<file path="src/rtl/gp_reg_bank.sv">
// gp_reg_bank: general-purpose register bank for the down-sampling datapath.
// DEPTH registers of WIDTH bits.
// Each register supports write, clear and increment with a wrap flag.
// A separate low-order field insert port writes bits [FIELD_W-1:0].
// There are two combinational read ports.
// All state changes on the falling edge of i_clk.
// Reset (i_rst) is synchronous and active-high.
// Optional build macro REG_SWAP_EN adds input i_swp. When op is nop and
// i_swp is high, reg[wr_sel] and reg[rd_sel_b] exchange contents.
module gp_reg_bank #(
    parameter int WIDTH   = 8,
    parameter int DEPTH   = 8,
    parameter int FIELD_W = 2,
    localparam int AW     = $clog2(DEPTH)
) (
    input  logic               i_clk,
    input  logic               i_rst,
    input  logic [1:0]         i_op,
    input  logic [AW-1:0]      i_wr_sel,
    input  logic [WIDTH-1:0]   i_wr_data,
    input  logic               i_fld_en,
    input  logic [AW-1:0]      i_fld_sel,
    input  logic [FIELD_W-1:0] i_fld_data,
`ifdef REG_SWAP_EN
    input  logic               i_swp,
`endif
    input  logic [AW-1:0]      i_rd_sel_a,
    input  logic [AW-1:0]      i_rd_sel_b,
    output logic [WIDTH-1:0]   o_rd_data_a,
    output logic [WIDTH-1:0]   o_rd_data_b,
    output logic               o_inc_wrap,
    output logic               o_zero
);

    typedef enum logic [1:0] {
        OP_NOP   = 2'b00,
        OP_WRITE = 2'b01,
        OP_CLEAR = 2'b10,
        OP_INC   = 2'b11
    } op_e;

    localparam logic [WIDTH-1:0] ONE = {{(WIDTH-1){1'b0}}, 1'b1};

    logic [WIDTH-1:0] r_regs [DEPTH];
    logic             r_inc_wrap;
    logic             r_zero;

    logic [WIDTH-1:0] w_next [DEPTH];
    logic [WIDTH-1:0] w_old_wr;
    logic             w_swap_active;
    logic             w_wrap_next;
    logic             w_zero_update;
    op_e              w_op;

    assign w_op     = op_e'(i_op);
    assign w_old_wr = r_regs[i_wr_sel];

`ifdef REG_SWAP_EN
    assign w_swap_active = i_swp && (w_op == OP_NOP);
`else
    assign w_swap_active = 1'b0;
`endif

    // The wrap pulse comes only from an increment of an all-ones value.
    // The field overwrite does not affect it.
    assign w_wrap_next = (w_op == OP_INC) && (&w_old_wr);

    // zero tracks the last op that actually targeted wr_sel. A swap counts
    // as such an op.
    assign w_zero_update = (w_op != OP_NOP) || w_swap_active;

    // Next-state image of the whole bank.
    // The op (or swap) is applied first. The field insert is applied next,
    // so its low bits win over the op result.
    always_comb begin
        w_next = r_regs;
        unique case (w_op)
            OP_WRITE: w_next[i_wr_sel] = i_wr_data;
            OP_CLEAR: w_next[i_wr_sel] = '0;
            OP_INC:   w_next[i_wr_sel] = w_old_wr + ONE;
            default:  ;
        endcase
        if (w_swap_active) begin
            w_next[i_wr_sel]   = r_regs[i_rd_sel_b];
            w_next[i_rd_sel_b] = w_old_wr;
        end
        if (i_fld_en) begin
            w_next[i_fld_sel][FIELD_W-1:0] = i_fld_data;
        end
    end

    // Commit the bank on the falling edge. Reset clears everything and
    // overrides any op, swap or field insert in the same cycle.
    always_ff @(negedge i_clk) begin
        if (i_rst) begin
            for (int i = 0; i < DEPTH; i++) begin
                r_regs[i] <= '0;
            end
        end else begin
            r_regs <= w_next;
        end
    end

    // Status flags: the wrap flag is a single-edge pulse. zero holds its
    // value across nops.
    always_ff @(negedge i_clk) begin
        if (i_rst) begin
            r_inc_wrap <= 1'b0;
            r_zero     <= 1'b0;
        end else begin
            r_inc_wrap <= w_wrap_next;
            if (w_zero_update) begin
                r_zero <= (w_next[i_wr_sel] == '0);
            end
        end
    end

    assign o_rd_data_a = r_regs[i_rd_sel_a];
    assign o_rd_data_b = r_regs[i_rd_sel_b];
    assign o_inc_wrap  = r_inc_wrap;
    assign o_zero      = r_zero;

endmodule

</file>
<file path="config.mk">
export PLATFORM = sky130hd
export DESIGN_NAME = gp_reg_bank
export DESIGN_NICKNAME = d
export VERILOG_FILES = /design/src/rtl/gp_reg_bank.sv
export SDC_FILE = /design/constraint.sdc
export NUM_CORES = 1
export LEC_CHECK = 0
export BUFFER_PORTS_ARGS = -buffer_cell sky130_fd_sc_hd__buf_4
export CORE_MARGIN = 3
export CORE_UTILIZATION = 50
export CTS_BUF_LIST = sky130_fd_sc_hd__clkbuf_8
export DETAILED_ROUTE_END_ITERATION = 8
export PLACE_DENSITY = 0.64
export SLEW_MARGIN = 40
export SYNTH_ARGS = -nofsm -noshare
export SYNTH_HDL_FRONTEND = slang
export SYNTH_SLANG_ARGS = --single-unit
</file>
<file path="constraint.sdc">
create_clock -name i_clk -period 9.1 [get_ports i_clk]
set_input_delay 0 -clock i_clk [delete_from_list [all_inputs] [get_ports i_clk]]
set_output_delay 0 -clock i_clk [all_outputs]
set_load 0.01 [all_outputs]
</file>
==> impl_results.rst <==
.. list-table::
   :header-rows: 1

   * - Metric
     - Value
   * - DIE HEIGHT
     - 115 um
   * - Std-Cell Core Area
     - 11500 um2
   * - Max rail drop VDD
     - approximately 160 uV
   * - Post-synthesis sequential area ratio
     - around 22%
   * - Top FF cell, synth
     - dfxtp_1
   * - Half-perimeter wire length of the detailed placement result
     - between 15 and 20 mm
   * - Final Hold Fails
     - 0
   * - DRC
     - 0
   * - Post-synth net total
     - 756
   * - Type of destination of the critical path
     - flip-flop
   * - Post-CTS setup buffers
     - 0
   * - Most common cell after layout, fill and taps aside
     - nor2_1
   * - Number of DRC markers after the initial detailed-route iteration
     - roughly 1200
   * - Final Skew
     - 0.0367 ns
   * - CP Max Fanout
     - 18
   * - Wire length per cell
     - approximately 27 um
   * - Global-route wire length before repair
     - 39.0 mm
   * - Total non-filler cell area in the finished layout
     - 6790 um2
   * - Pre-antenna DRT Iters
     - 5
   * - Final WS setup
     - roughly 0.7 ns
   * - Number of antenna violations at the first check in global routing
     - 0
   * - Area of the mapped netlist
     - 5970 um2
   * - Synthesis-to-finish area growth
     - 13.8%
   * - All-Layer GR Usage
     - 39.5%
   * - Worst min-delay path startpoint
     - i_rd_sel_a[2]
   * - Initial standard-cell utilization of the core
     - ~52%
   * - Post-Route Setup TNS
     - 0 ns
   * - Total number of H-tree levels
     - 3
   * - Count of max-cap constraint violations
     - 0
   * - Die X
     - roughly 120 um
   * - Most frequent cells in the layout
     - nor2_1 (88), nand2_1 (80), inv_1 (76)
   * - Arrival time at the worst endpoint
     - 4.20 ns
   * - Post-synth ARST share
     - 0%
   * - Synth warn
     - 0
   * - I/O pin count
     - 45
   * - Ratio of total power to cell area
     - 140 nW/um2
   * - TritonCTS buffer count
     - 9
   * - Part of the total power dissipated in combinational logic
     - 21.5%
   * - Number of global-route vias before repair
     - 6597
   * - Part of the power in the clock network
     - ~45%
   * - Worst path required time
     - a little under 5 ns
   * - Max-slew violations
     - 0
   * - Number of distinct library cells after synthesis
     - 80
   * - Relative slew margins
     - between 40% and 50%
   * - Worst hold margin
     - 0.460 ns
   * - Number of enable-type register cells in the synthesized netlist
     - 0
   * - Num Clock Sinks
     - 66
   * - Type of the most critical hold path
     - input pin to output port
   * - Maximum clock insertion buffer count
     - 2
   * - I/O Buffers
     - 44
   * - Clock tree from TritonCTS
     - done
   * - Weighted congestion at the end of routability-driven global placement
     - 1.05
   * - Synth Instances
     - 728
   * - Setup repair after global routing missed its margin
     - false
   * - Antenna diode count
     - 0
   * - Clock input transition at the sequential cells of the worst setup and hold paths
     - ~0.04 ns
   * - Sequential group share of total power
     - 33.7%
   * - Cell-internal power
     - 0.574 mW
   * - Fraction of power spent switching nets
     - 39.4%
   * - Seq cells post-synth
     - 66
   * - Critical path class
     - input pin to flip-flop
   * - Root buffer cell
     - clkbuf_8
   * - Overall power
     - approximately 0.95 mW
   * - Largest net degree at the start of global routing
     - 68
   * - Cell area reported after detailed placement
     - 6320 um2
   * - Worst setup SP type
     - input pin
   * - Crit. Startpoint
     - i_wr_sel[0]
   * - Average cell area after synthesis
     - 8.19 um2
   * - Global route overflow
     - 0
   * - Clock latency on the worst-skew pair
     - ~0.44 ns
   * - Leak
     - about 2.7 nW
   * - Number of buffers added to fix hold violations after cts
     - 0
   * - Proportion of layout cells with a drive suffix above 1
     - 19.9%
   * - Setup-violating endpoint count in the final report
     - 0
   * - Gates resized, CTS repair
     - 0
   * - Total number of nets in the final design
     - 828
   * - Standard-cell rows
     - 39
   * - Switching power summed over all nets
     - 0.373 mW
   * - DIE AREA
     - 13300 um2
   * - Wirelength, routed
     - 25.7 mm
   * - Number of vias after detailed routing
     - between 6000 and 7000
   * - Setup slack after placement
     - 0.307 ns
   * - Least-Margin Pin Slew
     - roughly 0.85 ns
   * - Antenna Nets Post-Route
     - 0
   * - Ratio of routed vias to standard cells
     - 7.32
   * - Run status
     - finished, final reports clean
   * - Origin of the critical flop-to-flop path
     - r_regs[56]
-- cell families after synthesis --
logic type | after synthesis | share of synthesized area (%)
simple gates | 276 | 22.7
fa+ha+maj | 1 | 0.210
mux | 82 | 23.3
compound gates | 222 | 25.4
buf+inv | 80 | 6.04
xor+xnor | 1 | 0.147
flops | 66 | 22.1
-- power groups by stage --
stage               Sequential (mW)  Combinational, mW  Clock (mW)
floorplan                     0.314              0.135      0.0447
global placement              0.321              0.193      0.0447
detailed placement            0.322              0.195      0.0447
CTS                           0.317              0.196       0.429
global route                  0.319              0.214       0.474
finish                        0.319              0.204       0.424
-- worst max-delay path, stage by stage --
cell       delay, ns
buf_4           0.22
mux4_1          0.58
mux2_2          0.32
ha_1            0.29
mux2_2          0.28
nand2_1         0.21
a311oi_1        0.14
a2111oi_0       0.50
nand4_1         0.14
or4_1           0.48
or4_1           0.49
a2111o_1        0.37
o31ai_2         0.18
-- path summary, 6_finish.rpt --
path	to	slack, ns	cells after the start
worst min-delay path	o_rd_data_a[0]	0.46	3
worst max register to register	o_zero	4.72	12
worst max-delay path	o_zero	0.70	13
worst min register to register	r_regs[19]	0.50	2
-- synthesized netlist by cell type (6+ instances only) --
master	number	share of area (%)
nor2_1	88	5.5
nand2_1	80	5.0
dfxtp_1	66	22
a21oi_1	63	5.3
clkbuf_1	43	2.7
mux4_2	36	14
o21ai_0	31	2.6
a211oi_1	28	3.5
mux2_2	24	4.5
nor3_1	20	1.7
nand3_1	18	1.5
mux2i_1	15	2.5
nor2b_1	13	1.4
buf_1	11	0.69
inv_1	11	0.69
a22oi_1	10	1.3
o211ai_1	10	1.3
o22ai_1	8	0.84
a311oi_1	7	1.0
a31oi_1	6	0.63
buf_2	6	0.50
buf_6	6	1.1
-- flip-flops by register name, indices dropped and copies added (netlist names) --
name        count
o_zero          1
r_regs         64
o_inc_wrap      1
-- layout make-up --
type | instances | area (um2)
flip-flops and latches | 66 | 1320
clock inverters | 73 | 348
repair buffers | 64 | 480
multi-input cells | 582 | 4300
fillers | 1100 | 4730
inverters | 11 | 41.3
clock buffers | 9 | 124
well taps | 143 | 179
-- per-layer routing --
| layer | vias to the layer above | share of wire, % | GRT usage [%] | wire, um |
|---|---|---|---|---|
| met5 | - | 0 | 0 | 0 |
| li1 | 2936 | - | - | - |
| met3 | 97 | 17 | 18.7 | 4310 |
| met1 | 3308 | 39 | 53.9 | 10000 |
| met4 | 0 | 4.2 | 17.8 | 1070 |
| met2 | 601 | 40 | 52.5 | 10300 |
-- per-stage QoR --
stage	instances	util (%)
detailed placement	867	54.9
global placement	867	54.8
floorplan	728	-
CTS	948	59.0
global route	948	59.0
finish	948	59.0
Note: power is estimated with default switching activity, not from simulation.
